## config.mk

```make
export PLATFORM = sky130hd
export DESIGN_NAME = shader_program_loader
export DESIGN_NICKNAME = d
export VERILOG_FILES = /design/src/rtl/tiny_shader_pkg.sv /design/src/rtl/sync_fifo.sv /design/src/rtl/shader_program_loader.sv
export SDC_FILE = /design/constraint.sdc
export NUM_CORES = 1
export LEC_CHECK = 0
export BUFFER_PORTS_ARGS = -buffer_cell sky130_fd_sc_hd__buf_2
export CORE_MARGIN = 2
export CORE_UTILIZATION = 40
export DETAILED_ROUTE_END_ITERATION = 10
export PLACE_DENSITY = 0.6
export SKIP_LAST_GASP = 1
export SYNTH_ARGS = -nofsm -noshare
export SYNTH_HDL_FRONTEND = slang
export SYNTH_HIERARCHICAL = 1
export SYNTH_SLANG_ARGS = --single-unit
```

## constraint.sdc

```tcl
create_clock -name clk_i -period 3.8 [get_ports clk_i]
set_input_delay 0.57 -clock clk_i [delete_from_list [all_inputs] [get_ports clk_i]]
set_output_delay 0.57 -clock clk_i [all_outputs]
set_load 0.03 [all_outputs]
```

## src/rtl/tiny_shader_pkg.sv

```systemverilog
// tiny_shader_pkg: shared constants and loader state encoding for the shader program loader.
package tiny_shader_pkg;
    localparam int NUM_INSTR_DEF = 16;
    localparam int INSTR_W       = 8;

    typedef enum logic [1:0] {IDLE, ARMED, LOAD, DONE} loader_state_t;
endpackage

```

## src/rtl/sync_fifo.sv

```systemverilog
// sync_fifo: single-clock FIFO with first-word fall-through head and synchronous flush.
module sync_fifo #(
    parameter int DEPTH = 16,
    parameter int WIDTH = 8
) (
    input  logic                     clk_i,
    input  logic                     rst_ni,
    input  logic                     push_i,
    input  logic                     pop_i,
    input  logic                     flush_i,
    input  logic [WIDTH-1:0]         data_i,
    output logic [WIDTH-1:0]         data_o,
    output logic [$clog2(DEPTH):0]   count_o,
    output logic                     full_o,
    output logic                     empty_o
);
    localparam int AW = $clog2(DEPTH);

    logic [WIDTH-1:0] mem_q [DEPTH];
    logic [WIDTH-1:0] mem_d [DEPTH];
    logic [AW-1:0]    wr_ptr_q, wr_ptr_d, rd_ptr_q, rd_ptr_d;
    logic [AW:0]      count_q, count_d;
    logic             push_ok, pop_ok;

    assign full_o  = count_q == (AW+1)'(DEPTH);
    assign empty_o = count_q == '0;
    assign data_o  = mem_q[rd_ptr_q];
    assign count_o = count_q;
    assign push_ok = push_i && !full_o;
    assign pop_ok  = pop_i && !empty_o;

    // Flush wins over any same-cycle push or pop.
    always_comb begin
        mem_d    = mem_q;
        wr_ptr_d = wr_ptr_q;
        rd_ptr_d = rd_ptr_q;
        count_d  = count_q;
        if (flush_i) begin
            wr_ptr_d = '0;
            rd_ptr_d = '0;
            count_d  = '0;
        end else begin
            if (push_ok) begin
                mem_d[wr_ptr_q] = data_i;
                wr_ptr_d        = wr_ptr_q + 1'b1;
            end
            if (pop_ok) rd_ptr_d = rd_ptr_q + 1'b1;
            count_d = count_q + (AW+1)'(push_ok) - (AW+1)'(pop_ok);
        end
    end

    always_ff @(posedge clk_i or negedge rst_ni) begin
        if (!rst_ni) begin
            mem_q    <= '{default: '0};
            wr_ptr_q <= '0;
            rd_ptr_q <= '0;
            count_q  <= '0;
        end else begin
            mem_q    <= mem_d;
            wr_ptr_q <= wr_ptr_d;
            rd_ptr_q <= rd_ptr_d;
            count_q  <= count_d;
        end
    end
endmodule

```

## src/rtl/shader_program_loader.sv

```systemverilog
// shader_program_loader: buffers a shader program and swaps it into shader memory during vblank,
// passing execute-driven shifts straight through outside the load burst.
module shader_program_loader
    import tiny_shader_pkg::*;
#(
    parameter int NUM_INSTR = NUM_INSTR_DEF
) (
    input  logic               clk_i,
    input  logic               rst_ni,
    input  logic [INSTR_W-1:0] wr_instr_i,
    input  logic               wr_valid_i,
    output logic               wr_ready_o,
    input  logic               commit_i,
    input  logic               vblank_i,
    input  logic               execute_i,
    output logic               mem_shift_o,
    output logic               mem_load_o,
    output logic [INSTR_W-1:0] mem_instr_o,
    output logic               busy_o,
    output logic               swap_done_o,
    output logic               error_o
);
    localparam int CW = $clog2(NUM_INSTR) + 1;

    loader_state_t      state_q, state_d;
    logic               error_q, error_d;
    logic               push, pop, flush, full, empty;
    logic [CW-1:0]      count, count_after;
    logic [INSTR_W-1:0] head;

    sync_fifo #(.DEPTH(NUM_INSTR), .WIDTH(INSTR_W)) u_fifo (
        .clk_i   (clk_i),
        .rst_ni  (rst_ni),
        .push_i  (push),
        .pop_i   (pop),
        .flush_i (flush),
        .data_i  (wr_instr_i),
        .data_o  (head),
        .count_o (count),
        .full_o  (full),
        .empty_o (empty)
    );

    assign push        = wr_valid_i && wr_ready_o;
    assign count_after = count + CW'(push);

    always_ff @(posedge clk_i or negedge rst_ni) begin
        if (!rst_ni) begin
            state_q <= IDLE;
            error_q <= 1'b0;
        end else begin
            state_q <= state_d;
            error_q <= error_d;
        end
    end

    // The burst ends when the last buffered word is being popped.
    always_comb begin
        state_d = state_q;
        error_d = error_q;
        flush   = 1'b0;
        case (state_q)
            IDLE: if (commit_i) begin
                if (count_after == CW'(NUM_INSTR)) state_d = ARMED;
                else begin
                    flush   = 1'b1;
                    error_d = 1'b1;
                end
            end
            ARMED: if (vblank_i && !execute_i) state_d = LOAD;
            LOAD: begin
                if (execute_i) error_d = 1'b1;
                if (count == CW'(1)) state_d = DONE;
            end
            DONE:    state_d = IDLE;
            default: state_d = IDLE;
        endcase
    end

    always_comb begin
        wr_ready_o  = (state_q == IDLE) && !full;
        pop         = (state_q == LOAD) && !empty;
        mem_load_o  = state_q == LOAD;
        mem_shift_o = (state_q == LOAD) ? 1'b1 : execute_i;
        mem_instr_o = head;
        busy_o      = state_q != IDLE;
        swap_done_o = state_q == DONE;
        error_o     = error_q;
    end
endmodule

```

==> results list <==
* Endpoint arrival time on the critical path: around 3.9 ns
- Async SR Flop Fraction: 1.000
* Initial core utilization: 0.4060
- Tracing the worst setup path back leads to its startpoint at u_fifo/count_o[3].
- The analysis attributes to net switching a power of 2111 µW.
- Launch instance of the worst register-to-register path: u_fifo/count_o[3]
* H-tree lvl count: 4
* Internal Power: approximately 3800 µW
- Maximum resistive drop on vdd: approximately 0.00044 V
- Dividing the synthesized area by the synthesized cell count gives roughly 14 µm².
- Wire segments on met2 add up to 7847 µm in the final route.
- Post-detailed-placement half-perimeter wirelength: 10860 µm
- Synthesis instantiated 47 different standard cells from the library.
- CP max FO: 8
- TritonCTS created 17 clock buffers.
* Mapped Nets: approximately 550
* Vias: between 4k and 5k
* First-pass DRT Iterations: 4
- Critical Path Sink: u_fifo/mem_q[8]
- Number of antenna violations at the first check in global routing: 0
- For the worst flop-to-flop path, the logic depth is 16.
- Seq pwr share: 0.341
- Port buffering added 27 buffers.
- Met3 Wirelength: 531 µm
- Total power: just under 6000 µW
* Minimum clock period after layout: roughly 3.6 ns
- DRT met1 WL: 7766 µm
- After synthesis the netlist holds a flip-flop and latch count of ~140.
- Of the total power, the share spent switching nets is 0.3570.
- The routed design has 16360 µm of wire.
- Post-synth EDFFs: 0
* Run status: completed
- The die covers between 0.015 and 0.02 mm².
* Clock Pin Slew Worst Setup and Hold Paths: approximately 0.06 ns
* Count of synthesis-stage warnings from yosys: 6
* Pin count of the biggest net entering global routing: 93
- Mean routed wirelength per cell: 20.71 µm
- Worst Skew: 0.007696 ns
* Relative area change from synthesis to final layout: 14.89%
* Root Driver: sky130_fd_sc_hd__clkbuf_16
- Post-Synthesis Cell Area: between 0.007 and 0.008 mm²
* Top flip-flop cell by instance count after synthesis: sky130_fd_sc_hd__dfrtp_1
* Number of nets in the finished design: about 580
* Remaining global-route overflow: 0
- In this run the worst hold path is classified as input port to asynchronous set/reset pin.
- Layout cells sized above 1: 0.4545
- Reg-to-reg slack, setup: ~0.16 ns
- For this design, the CTS-stage hold fixing added 0 buffers.
- Layout Utilization: 0.4665
* Slew of the pin with the lowest slew margin: 0.8696 ns
- Setup violation total in the final timing report: 0
- Required time of the critical path: 4.10 ns
* Count of standard-cell rows: between 40 and 50
- Number of DRC markers after the initial detailed-route iteration: ~250
* CTS tree: yes
* Syn Inst Count: between 500 and 600
- Of the synthesized area, sequential elements account for 0.4958.
- Of the total power, combinational logic draws 0.387.
- Clock latency on the worst-skew pair, taken at its later pin, is approximately 0.42 ns.
- Of the total power, the clock network draws 0.272.
* Area of the core: around 0.018 mm²
- The number of max-slew violations in the final report is 0.
- Peak clock frequency supported by timing: around 270 MHz
- Relative slew margins: 0.4202
* Count of final hold-check violations: 0
* Power Density: between 700 and 800 mW/mm²
* MaxCap Viol Count: 0
* Setup Crit Path Kind: register to register
- Number of vias per cell after detailed routing: ~5.5
- Summed over all cells, the static leakage comes to roughly 0.004 µW.
- The number of global-route vias before repair was about 4.6k.
* Longest Clk Path Bufs: 2
- The highest layer touched by signal routing is met4.
- The endpoint identified for the worst register-to-register timing path is u_fifo/mem_q[8].
* Setup crit start kind: register
- The worst setup path is captured at a register.
* Final cycle utilization of the critical path: 0.9583
- The die is roughly 140 µm tall.
- Last weighted congestion value of the routability-driven placer: between 0.8 and 0.9
- After detailed routing, the number of remaining DRC violations is 0.
- The clock drives roughly 140 sinks.
* Ports placed on the boundary: 28
- Total track usage: 0.1800
- RSZ-0062 raised after global routing: no
- First-pass GRT wire length: 26790 µm
- The die is 138.8 µm wide.
- Remaining number of nets flagged by the antenna check after routing: 0
* Antenna Cells: 0
through the flow:
stage          std cells  setup WS [ns]  setup TNS [ns]  cell area, µm²  hold slack (ns)
2_1_floorplan        515        0.02357               0            7276           0.2744
3_3_place_gp         757      -0.001473       -0.003188            7686           0.4560
3_5_place_dp         757        -0.1048          -1.300            7686           0.4740
4_1_cts              789       -0.01660         -0.1028            8272           0.2872
5_1_grt              790      0.0005782               0            8351           0.3202
6_report             790         0.1585               0            8351           0.2497
layout make-up:
cell class / count / area (µm²)
Tap cell: 229 / 286.5
Inverter: 19 / 71.32
Multi-Input combinational cell: 320 / 3487
Sequential cell: 144 / 3605
Timing Repair Buffer: 46 / 329.1
Fill cell: 1569 / 9552
Clock buffer: 17 / 425.4
Clock inverter: 15 / 146.4
cells in the mapped netlist, types with 2 or more instances:
| cell | count | area, µm² |
|---|---|---|
| sky130_fd_sc_hd__clkbuf_1 | 15 | 56.30 |
| sky130_fd_sc_hd__nor3_1 | 3 | 15.01 |
| sky130_fd_sc_hd__nand3_2 | 13 | 130.1 |
| sky130_fd_sc_hd__nand2_1 | 10 | 37.54 |
| sky130_fd_sc_hd__ha_1 | 18 | 225.2 |
| sky130_fd_sc_hd__xor2_1 | 5 | 43.79 |
| sky130_fd_sc_hd__and3_1 | 6 | 37.54 |
| sky130_fd_sc_hd__a21oi_1 | 5 | 25.02 |
| sky130_fd_sc_hd__mux4_2 | 16 | 360.4 |
| sky130_fd_sc_hd__dfrtp_1 | 144 | 3603 |
| sky130_fd_sc_hd__buf_6 | 6 | 67.56 |
| sky130_fd_sc_hd__nor3b_2 | 2 | 25.02 |
| sky130_fd_sc_hd__o21ai_0 | 9 | 45.04 |
| sky130_fd_sc_hd__mux2_2 | 96 | 1081 |
| sky130_fd_sc_hd__xnor2_1 | 3 | 26.28 |
| sky130_fd_sc_hd__mux2i_1 | 35 | 350.3 |
| sky130_fd_sc_hd__nor2b_1 | 5 | 31.28 |
| sky130_fd_sc_hd__a22oi_1 | 8 | 60.06 |
| sky130_fd_sc_hd__nor2_1 | 11 | 41.29 |
| sky130_fd_sc_hd__mux2_4 | 33 | 495.5 |
| sky130_fd_sc_hd__a221oi_1 | 16 | 140.1 |
| sky130_fd_sc_hd__nand3_1 | 5 | 25.02 |
| sky130_fd_sc_hd__buf_2 | 9 | 45.04 |
| sky130_fd_sc_hd__o21bai_1 | 2 | 15.01 |
| sky130_fd_sc_hd__and2_1 | 2 | 12.51 |
| sky130_fd_sc_hd__inv_1 | 17 | 63.81 |
metal layers:
metal / global-route usage / vias to the layer above
li1: - / 1962
met5: 0 / -
met4: 0.05423 / 0
met3: 0.03419 / 20
met1: 0.2560 / 2277
met2: 0.2823 / 79
cells in the final DEF, fill, tap and decap left out, types with 3 or more instances in the layout:
master                       Yosys  routed
sky130_fd_sc_hd__dfrtp_1       144     143
sky130_fd_sc_hd__mux4_2         16      16
sky130_fd_sc_hd__clkbuf_16       0      17
sky130_fd_sc_hd__nand3_4         0       5
sky130_fd_sc_hd__a21oi_1         5       5
sky130_fd_sc_hd__mux2_4         33      33
sky130_fd_sc_hd__clkinv_2        0       6
sky130_fd_sc_hd__a221oi_1       16      16
sky130_fd_sc_hd__nor2_1         11      10
sky130_fd_sc_hd__inv_1          17      16
sky130_fd_sc_hd__xor2_1          5       5
sky130_fd_sc_hd__clkinv_4        0       3
sky130_fd_sc_hd__mux2_2         96      96
sky130_fd_sc_hd__o21ai_0         9       9
sky130_fd_sc_hd__nor2b_1         5       5
sky130_fd_sc_hd__nand3_2        13       8
sky130_fd_sc_hd__ha_1           18      17
sky130_fd_sc_hd__buf_4           1      14
sky130_fd_sc_hd__buf_2           9      26
sky130_fd_sc_hd__a22oi_1         8       8
sky130_fd_sc_hd__mux2i_1        35      35
sky130_fd_sc_hd__nand3_1         5       5
sky130_fd_sc_hd__and3_1          6       4
sky130_fd_sc_hd__nand2_1        10      10
sky130_fd_sc_hd__xnor2_1         3       3
sky130_fd_sc_hd__clkinvlp_4      0       4
sky130_fd_sc_hd__buf_6           6       3
sky130_fd_sc_hd__buf_12          0       3
logic make-up after synthesis:
kind of cell,share of synthesized area
xor+xnor,0.009641
flops,0.4958
fa+ha+maj,0.03374
mux,0.3147
compound gates,0.04459
buf+inv,0.03615
simple gates,0.06542
state kept, by name (all words and copies together) (netlist names):
| register | cells |
|---|---|
| state_q | 2 |
| u_fifo/wr_ptr_q | 4 |
| error_o | 1 |
| u_fifo/mem_q | 128 |
| u_fifo/count_o | 5 |
| u_fifo/rd_ptr_q | 4 |
power groups by stage:
stage          clock network (µW)  registers (µW)  logic [µW]
6_report                     1610            2020        2290
5_1_grt                      1720            2060        2500
4_1_cts                      1640            2010        2260
3_5_place_dp                    0            2040        2250
3_3_place_gp                    0            2030        2210
2_1_floorplan                   0            1990        1680
worst min path at each step:
stage                             endpoint  slack (ns)  cells past startpoint  startpoint
after floorplan                    error_o        0.27                      0      rst_ni
after global placement             error_o        0.46                      1     error_o
after detailed placement           error_o        0.47                      1     error_o
after CTS                 u_fifo/mem_q[28]        0.29                      1      rst_ni
after global routing      u_fifo/mem_q[75]        0.32                      1      rst_ni
final                     u_fifo/mem_q[75]        0.25                      1      rst_ni
worst max-delay path, stage by stage, from the launching register on:
cell and delay, ns:
sky130_fd_sc_hd__dfrtp_1 0.37, sky130_fd_sc_hd__inv_1 0.11, sky130_fd_sc_hd__ha_4 0.16, sky130_fd_sc_hd__nand4bb_4 0.14, sky130_fd_sc_hd__inv_1 0.09, sky130_fd_sc_hd__nor2_2 0.04
sky130_fd_sc_hd__and2_1 0.16, sky130_fd_sc_hd__ha_1 0.23, sky130_fd_sc_hd__ha_1 0.20, sky130_fd_sc_hd__nor3_1 0.19, sky130_fd_sc_hd__a31oi_1 0.09, sky130_fd_sc_hd__or4_4 0.50
sky130_fd_sc_hd__and3_4 0.23, sky130_fd_sc_hd__and3b_2 0.31, sky130_fd_sc_hd__and3_1 0.19, sky130_fd_sc_hd__buf_6 0.18, sky130_fd_sc_hd__mux2_4 0.32
repair_timing:
action / in CTS / in global routing
pin swaps: 1 / 2
buffers inserted: 0 / 1
gates resized for setup: 4 / 13
setup endpoints to repair: 49 / 128
(Power assumes the default switching activity.)
